[config.mk]
export PLATFORM = sky130hd
export DESIGN_NAME = usb_cmd_rx
export DESIGN_NICKNAME = d
export VERILOG_FILES = /design/src/rtl/usb_cmd_rx.sv
export SDC_FILE = /design/constraint.sdc
export NUM_CORES = 1
export LEC_CHECK = 0
export CAP_MARGIN = 20
export CORE_MARGIN = 2
export CORE_UTILIZATION = 49
export CTS_CLUSTER_DIAMETER = 40
export DETAILED_ROUTE_END_ITERATION = 8
export PLACE_DENSITY = 0.75
export SLEW_MARGIN = 10
export SYNTH_ARGS = -nofsm -noshare
export SYNTH_HDL_FRONTEND = slang
export SYNTH_SLANG_ARGS = --single-unit
[constraint.sdc]
create_clock -name USB_CLK -period 1.55 [get_ports USB_CLK]
set_input_delay 0.31 -clock USB_CLK [delete_from_list [all_inputs] [get_ports USB_CLK]]
set_output_delay 0.31 -clock USB_CLK [all_outputs]
set_load 0.03 [all_outputs]
[src/rtl/usb_cmd_rx.sv]
// Read side of an FT232H-style synchronous FIFO: pulls host command bytes, assembles packets, updates config registers.
// Optional build macro CMD_CHECKSUM_EN: 4-byte packets whose last byte is the XOR of opcode, data_hi and data_lo.
module usb_cmd_rx #(
   parameter logic [15:0] DEFAULT_EXPOSURE = 16'd1000,
   parameter int          MAX_BURST        = 64,
   parameter int          TIMEOUT_CYCLES   = 6000
) (
   input  logic        USB_CLK,
   input  logic        RESET,
   input  logic        USB_RXF_L,
   input  logic [7:0]  USB_DATA_IN,
   input  logic        TX_ACTIVE,
   output logic        USB_OE_L,
   output logic        USB_RD_L,
   output logic        RX_ACTIVE,
   output logic [15:0] EXPOSURE,
   output logic [2:0]  LED_MASK,
   output logic        CIS_MODE_CFG,
   output logic        STREAM_EN,
   output logic        CMD_STROBE,
   output logic [7:0]  CMD_OPCODE,
   output logic [7:0]  ERR_COUNT
);
`ifdef CMD_CHECKSUM_EN
   localparam logic [1:0] LAST_IDX = 2'd3;
`else
   localparam logic [1:0] LAST_IDX = 2'd2;
`endif
   localparam int               TMO_W      = $clog2(TIMEOUT_CYCLES + 1);
   localparam logic [TMO_W-1:0] TMO_LAST   = TMO_W'(TIMEOUT_CYCLES - 1);
   localparam logic [7:0]       BURST_LAST = 8'(MAX_BURST - 1);

   typedef enum logic [1:0] {S_IDLE = 2'd0, S_TURN = 2'd1, S_READ = 2'd2} state_t;

   state_t           state_q, state_d;
   logic             oe_l_q, oe_l_d, rd_l_q, rd_l_d, rx_act_q, rx_act_d;
   logic [7:0]       burst_q, burst_d;
   logic             accept_s;
   logic [1:0]       idx_q;
   logic [7:0]       op_q, hi_q;
`ifdef CMD_CHECKSUM_EN
   logic [7:0]       lo_q;
`endif
   logic [TMO_W-1:0] tmo_q;
   logic             pend_ok_q, pend_err_q, tmo_err_q;
   logic [7:0]       pend_op_q;
   logic [15:0]      pend_data_q;
   logic [7:0]       fin_lo_s;
   logic             fin_ok_s;
   logic [15:0]      exposure_q;
   logic [2:0]       led_q;
   logic             mode_q, stream_q, strobe_q;
   logic [7:0]       opcode_q, err_q;

`ifdef CMD_CHECKSUM_EN
   function automatic logic [7:0] pkt_csum(input logic [7:0] op, input logic [7:0] hi, input logic [7:0] lo);
      return op ^ hi ^ lo;
   endfunction
`endif

   function automatic logic opcode_ok(input logic [7:0] op, input logic [15:0] data);
      case (op)
         8'h00, 8'h02, 8'h03, 8'h04: opcode_ok = 1'b1;
         8'h01:                      opcode_ok = (data != 16'd0);
         default:                    opcode_ok = 1'b0;
      endcase
   endfunction

   // RD_L is only low in READ, so this is exactly a byte handed over by the USB IC
   assign accept_s = (state_q == S_READ) && !rd_l_q && !USB_RXF_L;

   // Bus-side state and registered handshake outputs
   always_ff @(posedge USB_CLK) begin
      if (RESET) begin
         state_q  <= S_IDLE;
         oe_l_q   <= 1'b1;
         rd_l_q   <= 1'b1;
         rx_act_q <= 1'b0;
         burst_q  <= 8'd0;
      end else begin
         state_q  <= state_d;
         oe_l_q   <= oe_l_d;
         rd_l_q   <= rd_l_d;
         rx_act_q <= rx_act_d;
         burst_q  <= burst_d;
      end
   end

   // Next-state: the writer has priority in IDLE; a burst ends on empty FIFO or the burst cap
   always_comb begin
      state_d = state_q;
      case (state_q)
         S_IDLE: begin
            if (!USB_RXF_L && !TX_ACTIVE) state_d = S_TURN;
            else                          state_d = S_IDLE;
         end
         S_TURN: state_d = S_READ;
         S_READ: begin
            if (USB_RXF_L || (burst_q == BURST_LAST)) state_d = S_IDLE;
            else                                      state_d = S_READ;
         end
         default: state_d = S_IDLE;
      endcase
   end

   // Handshake outputs follow the state being entered so they change on the same edge
   always_comb begin
      oe_l_d   = (state_d == S_IDLE);
      rx_act_d = (state_d != S_IDLE);
      rd_l_d   = (state_d != S_READ);
      if ((state_q == S_READ) && (state_d == S_READ)) begin
         if (accept_s) burst_d = burst_q + 8'd1;
         else          burst_d = burst_q;
      end else begin
         burst_d = 8'd0;
      end
   end

   // Final-byte view of the packet being completed this edge
   always_comb begin
`ifdef CMD_CHECKSUM_EN
      fin_lo_s = lo_q;
      fin_ok_s = opcode_ok(op_q, {hi_q, lo_q}) && (USB_DATA_IN == pkt_csum(op_q, hi_q, lo_q));
`else
      fin_lo_s = USB_DATA_IN;
      fin_ok_s = opcode_ok(op_q, {hi_q, USB_DATA_IN});
`endif
   end

   // Packet assembly and inter-byte timeout; a byte on the timeout edge continues the packet
   always_ff @(posedge USB_CLK) begin
      if (RESET) begin
         idx_q       <= 2'd0;
         op_q        <= 8'd0;
         hi_q        <= 8'd0;
`ifdef CMD_CHECKSUM_EN
         lo_q        <= 8'd0;
`endif
         tmo_q       <= '0;
         pend_ok_q   <= 1'b0;
         pend_err_q  <= 1'b0;
         tmo_err_q   <= 1'b0;
         pend_op_q   <= 8'd0;
         pend_data_q <= 16'd0;
      end else begin
         pend_ok_q  <= 1'b0;
         pend_err_q <= 1'b0;
         tmo_err_q  <= 1'b0;
         if (accept_s) begin
            tmo_q <= '0;
            case (idx_q)
               2'd0:    op_q <= USB_DATA_IN;
               2'd1:    hi_q <= USB_DATA_IN;
`ifdef CMD_CHECKSUM_EN
               2'd2:    lo_q <= USB_DATA_IN;
`endif
               default: op_q <= op_q;
            endcase
            if (idx_q == LAST_IDX) begin
               idx_q       <= 2'd0;
               pend_ok_q   <= fin_ok_s;
               pend_err_q  <= !fin_ok_s;
               pend_op_q   <= op_q;
               pend_data_q <= {hi_q, fin_lo_s};
            end else begin
               idx_q <= idx_q + 2'd1;
            end
         end else if (idx_q != 2'd0) begin
            if (tmo_q == TMO_LAST) begin
               idx_q     <= 2'd0;
               tmo_q     <= '0;
               tmo_err_q <= 1'b1;
            end else begin
               tmo_q <= tmo_q + TMO_W'(1);
            end
         end else begin
            tmo_q <= '0;
         end
      end
   end

   // Commit stage: configuration registers, strobe and saturating error count
   always_ff @(posedge USB_CLK) begin
      if (RESET) begin
         exposure_q <= DEFAULT_EXPOSURE;
         led_q      <= 3'd0;
         mode_q     <= 1'b0;
         stream_q   <= 1'b0;
         strobe_q   <= 1'b0;
         opcode_q   <= 8'd0;
         err_q      <= 8'd0;
      end else begin
         strobe_q <= pend_ok_q;
         if (pend_ok_q) begin
            opcode_q <= pend_op_q;
            case (pend_op_q)
               8'h01:   exposure_q <= pend_data_q;
               8'h02:   led_q      <= pend_data_q[2:0];
               8'h03:   mode_q     <= pend_data_q[0];
               8'h04:   stream_q   <= pend_data_q[0];
               default: led_q      <= led_q;
            endcase
         end
         if ((pend_err_q || tmo_err_q) && (err_q != 8'hFF)) err_q <= err_q + 8'd1;
      end
   end

   assign USB_OE_L     = oe_l_q;
   assign USB_RD_L     = rd_l_q;
   assign RX_ACTIVE    = rx_act_q;
   assign EXPOSURE     = exposure_q;
   assign LED_MASK     = led_q;
   assign CIS_MODE_CFG = mode_q;
   assign STREAM_EN    = stream_q;
   assign CMD_STROBE   = strobe_q;
   assign CMD_OPCODE   = opcode_q;
   assign ERR_COUNT    = err_q;

endmodule

Yosys cells after proc, flatten, opt, wreduce, memory -nomap -nowiden
Index checks and enable logic that the tools add are counted.
Word-level totals
  word-level logic and storage cells: 88
  register bits: 109
  input port bits: 12
Cells by class
  add/subtract/negate cells: 4
  equal/unequal tests: 17
  bitwise operators: 4
  reductions and logical operators: 33
  muxes and demuxes: 9
Operators with widths (number)
  $eq 8x2->1 const B: 4
  $add 8x1->8 const B: 2
  $eq 8x1->1 const B: 2
  $eq 8x3->1 const B: 2
  $reduce_and 2->1: 8
  $reduce_bool 16->1: 1
  $add 13x1->13 const B: 1
  $eq 13x13->1 const B: 1
  $mux 2: 5
  $eq 8x6->1 const B: 1
  $logic_not 8->1: 1
  $ne 8x8->1 const B: 1
  $reduce_bool 2->1: 4
  $reduce_or 4->1: 2
  $eq 2x2->1 const B: 3
  $logic_not 2->1: 3
  $pmux 2 s3: 1
  $reduce_or 3->1: 2
  $logic_and 1x1->1: 5
  $eq 2x1->1 const B: 2
  $logic_not 1->1: 4
  $not 1->1: 4
  $add 2x1->2 const B: 1
  $logic_or 1x1->1: 2
  4 further kinds: 5

Depth between registers and ports, before layout
  depth after elaboration: 8
  gate-level depth with buffers: 6
  depth with buffers taken out: 5

Least setup slack after synthesis
OpenSTA, ideal clock, no wires.
  path type: register to register
  start point: register rd_l_q, in the netlist USB_RD_L
  end point: register pend_op_q[0]
  data required time: 1.418 ns
  data arrival time: 1.636 ns
  clock period less this slack: 1.768 ns
  stages on the path, launching flop included: 6
  buffers on the path: 1
  path slack: -0.218 ns
  path through: dfxtp_1 nor4b_2 nand3b_1 clkbuf_1 nand2_1 a21oi_2
Between the ends
  cells in the longest elaborated chain, start to end: 4
Ends and longest elaborated chain
  from (decl): line 36  | logic oe_l_q, oe_l_d, rd_l_q, rd_l_d, rx_act_q, rx_act_d;
  from (signal assigned): line 83  | rd_l_q <= rd_l_d;
  $logic_not 1->1: line 70  | assign accept_s = (state_q == S_READ) && !rd_l_q && !USB_RXF_L;
  $logic_and 1x1->1 (2 in a row): line 70
  $reduce_and 2->1 (no line)
  to (signal assigned): line 163  | pend_op_q <= op_q;
  to (decl): line 46  | logic [7:0] pend_op_q;
Every way passes these cells.
A chain may end at the register's enable or synchronous reset.

Worst setup path in the final report
  start point: register state_q[0]
  end point: register pend_op_q[2]
Between the ends
  cells in the longest elaborated chain, start to end: 4
Ends and longest elaborated chain
  from (decl): line 35  | state_t state_q, state_d;
  from (signal assigned): line 81  | state_q <= state_d;
  $eq 2x2->1: line 70
  $logic_and 1x1->1 (2 in a row): line 70
  $reduce_and 2->1 (no line)
Every way passes these cells.

==> flow_results.xml <==
<?xml version="1.0" encoding="UTF-8"?>
<metrics>
  <group name="floorplan">
    <metric name="std_cell_rows" unit="">33</metric>
    <metric name="fp.dieW" unit="um">96.5</metric>
    <metric name="initial_util" unit="%">50.8</metric>
    <metric name="die_outline_area" unit="um2">9310</metric>
    <metric name="die_y" unit="um">96.5</metric>
    <metric name="core_area" unit="um2">8260</metric>
    <metric name="i_o_pin_count" unit="">53</metric>
  </group>
  <group name="synth">
    <metric name="yosys.area.top_type" unit="">dfxtp_1</metric>
    <metric name="synth.top_cells.by_area" unit="">dfxtp_1, mux2i_1, nor2_1, nand2_1, a21oi_1</metric>
    <metric name="synth.cell_area" unit="um2">4190</metric>
    <metric name="synth_enable_flop_cells" unit="">0</metric>
    <metric name="synthesis.yosys.warnings" unit="">0</metric>
    <metric name="post_synth_inst_count" unit="">465</metric>
    <metric name="synth-seq-cells" unit="">109</metric>
    <metric name="postSynth.asyncResetShare" unit="%">0</metric>
    <metric name="yosys-top-cells-count" unit="">dfxtp_1, nor2_1, nand2_1</metric>
    <metric name="synthFlopType" unit="">dfxtp_1</metric>
    <metric name="post_synthesis_net_count" unit="">480</metric>
    <metric name="average_size_of_a_mapped_cell" unit="um2">9.01</metric>
    <metric name="synth_most_common_cell" unit="">dfxtp_1</metric>
    <metric name="synth.top_cell.area_share" unit="%">52.1</metric>
    <metric name="seq_area_frac_synth" unit="%">52.1</metric>
    <metric name="post_synth_num_cell_types" unit="">43</metric>
  </group>
  <group name="timing">
    <metric name="slew_headroom" unit="%">70.7</metric>
    <metric name="maxSlewViolCount" unit="">0</metric>
    <metric name="setup_slack" unit="ns">-0.123</metric>
    <metric name="min_period_over_period" unit="%">108</metric>
    <metric name="report.final.setup_viol" unit="">33</metric>
    <metric name="finClkSkew" unit="ns">0.0134</metric>
    <metric name="final-hold-violation-count" unit="">0</metric>
    <metric name="final_min_period" unit="ns">1.67</metric>
    <metric name="fmaxAchievable" unit="MHz">598</metric>
    <metric name="rsz0062_at_grt" unit="">true</metric>
    <metric name="max_slew.worst_pin.slew" unit="ns">0.440</metric>
  </group>
  <group name="global_routing">
    <metric name="grt-ovfl-total" unit="">0</metric>
    <metric name="grt_use_total" unit="%">20.2</metric>
    <metric name="largest_net_degree_at_the_start_of_global_routing" unit="">45</metric>
    <metric name="grt_pass1_vias" unit="">3237</metric>
    <metric name="initial_antenna_violation_count" unit="">0</metric>
    <metric name="wire_length_of_the_first_global_routing_pass" unit="um">15000</metric>
  </group>
  <group name="clock_tree">
    <metric name="root_buffer" unit="">clkbuf_8</metric>
    <metric name="cts_num_sinks" unit="">109</metric>
    <metric name="hold_bufs_inserted_after_cts" unit="">0</metric>
    <metric name="clock_input_transition_at_the_sequential_cells_of_the_worst_setup_and_hold_paths" unit="ns">0.10</metric>
    <metric name="clock_buffer_count_from_cts" unit="">9</metric>
    <metric name="clock_tree_from_tritoncts" unit="">yes</metric>
    <metric name="cts_buffer_depth" unit="">2</metric>
    <metric name="clock_latency_on_the_worst_skew_pair" unit="ns">0.35</metric>
    <metric name="h-tree-depth" unit="">3</metric>
  </group>
  <group name="placed_design">
    <metric name="place_hpwl" unit="um">6280</metric>
    <metric name="io_buffer_count" unit="">52</metric>
    <metric name="gpl.final_weighted_congestion" unit="">0.798</metric>
    <metric name="place_area" unit="um2">5140</metric>
  </group>
  <group name="cells_and_area">
    <metric name="antennaDiodeCount" unit="">0</metric>
    <metric name="finalNetCount" unit="">575</metric>
    <metric name="postLayoutCellArea" unit="um2">5590</metric>
    <metric name="layout-drive-gt1-share" unit="%">20.0</metric>
    <metric name="syn2layout_area_growth" unit="%">33.4</metric>
  </group>
  <group name="run">
    <metric name="drv.max_cap_violation_count" unit="">0</metric>
  </group>
  <group name="worst_setup_path">
    <metric name="crit_type" unit="">reg -&gt; reg</metric>
    <metric name="cp_data_arrival_time" unit="ns">1.96</metric>
    <metric name="worst_path_max_fanout" unit="">12</metric>
    <metric name="crit_required" unit="ns">1.83</metric>
    <metric name="startpoint_type" unit="">flip-flop</metric>
    <metric name="end_kind" unit="">flip-flop</metric>
  </group>
  <group name="outcome">
    <metric name="violations" unit="">setup timing</metric>
    <metric name="run_status" unit="">finished with violations</metric>
  </group>
  <group name="routing">
    <metric name="vias" unit="">3628</metric>
    <metric name="drcViolationCount" unit="">0</metric>
    <metric name="drtIter0Drc" unit="">216</metric>
    <metric name="wire_per_inst" unit="um">14.4</metric>
    <metric name="detail-route-antenna-nets" unit="">0</metric>
    <metric name="detailedRoute.firstPassIterationCount" unit="">5</metric>
    <metric name="route.detailed.vias_per_inst" unit="">5.41</metric>
    <metric name="finalWirelength" unit="um">9680</metric>
  </group>
  <group name="power_and_ir_drop">
    <metric name="leakagePower" unit="nW">2.29</metric>
    <metric name="fin_total_pwr" unit="W">0.00460</metric>
    <metric name="vdd.ir_drop.worst" unit="uV">563</metric>
    <metric name="power_per_cell_area" unit="nW/um2">823</metric>
  </group>
  <group name="worst_hold_path">
    <metric name="hp-class" unit="">in -&gt; reg</metric>
  </group>
</metrics>
## state kept, by name, indices dropped and copies added, names as in the netlist, 2 cells and up
register     flops
EXPOSURE        16
pend_data_q     16
tmo_q           13
CMD_OPCODE       8
ERR_COUNT        8
burst_q          8
hi_q             8
op_q             8
pend_op_q        8
LED_MASK         3
idx_q            2
state_q          2
## final timing paths
kind | end | slack (ns) | startpoint | cells past startpoint
setup / recovery | pend_op_q[2] | -0.12 | state_q[0] | 6
hold / removal | ERR_COUNT[0] | 0.30 | RESET | 2
setup reg to reg | pend_op_q[2] | -0.12 | state_q[0] | 6
hold reg to reg | pend_data_q[8] | 0.47 | pend_data_q[8] | 2
## placed cells by master, fill, tap and decap left out, types with 5 or more instances in the layout
cell	netlist	final
buf_4	0	43
dfxtp_1	109	106
a21oi_1	40	30
nand4_1	8	8
nor2_1	70	63
clkbuf_8	0	9
buf_6	2	5
nand2_2	0	6
dlygate4sd2_1	0	39
xor2_1	9	9
mux2i_1	32	31
clkdlybuf4s50_1	0	9
nand2_1	67	58
xnor2_1	12	12
nor3_1	15	13
a21oi_2	3	13
nand3_1	25	25
## per-stage QoR
step                      worst slack, ns  setup TNS, ns  std cells  hold WS (ns)  util (%)
after floorplan                    -0.151          -2.91        465         0.436         -
after global placement             -0.483         -27.20        646         0.445      62.3
after detailed placement           -0.521         -28.52        646         0.447      62.3
after CTS                         -0.0565         -0.785        663         0.291      64.7
after global routing               -0.195          -4.66        670         0.306      67.7
final                              -0.123          -2.40        670         0.302      67.7
## worst max-delay path, cell delays in order (launching register included)
cell and delay (ns):
dfxtp_2 0.33, or4b_4 0.56, nor3b_4 0.23, buf_6 0.15
clkbuf_16 0.15, nand2_1 0.06, a21oi_1 0.13
## cell families (layout without fill, tap and decap cells)
family	count (synthesis)	count (layout)	synth area share, %
and+or+nand+nor	217	217	24.2
DFF	109	109	52.1
AOI/OAI and AO/OA	58	58	8.12
muxes	32	32	7.64
buffers and inverters	25	125	2.66
xor gates and xnor gates	21	21	4.39
adders and majority gates	3	3	0.896
## final cells by class
type,count,area (um2)
fillers,666,2670
clock buffers,12,135
inverters,3,11.3
well taps,105,131
flip-flops and latches,109,2190
clock inverters,4,50.0
repair buffers,106,981
multi-input cells,331,2090
## routing by layer
metal | wire length [um] | GRT usage (%) | share of wire (%) | vias to the layer above
met5 | 0 | 0 | 0 | -
met4 | 98 | 6.22 | 1.0 | 0
met2 | 4630 | 32.2 | 48 | 101
met3 | 399 | 3.26 | 4.1 | 10
met1 | 4550 | 28.3 | 47 | 1732
li1 | - | - | - | 1785
## power breakdown
part	total [W]	internal (W)	switching, W
sequential	0.00281	0.00280	0.00000331
clock	0.00165	0.000748	0.000897
combinational	0.000152	0.0000632	0.0000888
total	0.00460	0.00362	0.000989
## timing repair
item / CTS / global route
endpoints found under the hold margin: 0 / 0
gates resized for setup: 55 / 43
gates cloned: 0 / 3
endpoints found under the setup margin: 105 / 62
pin swaps: 2 / 14
setup buffers: 1 / 5
Note: power is estimated with default switching activity, not from simulation.
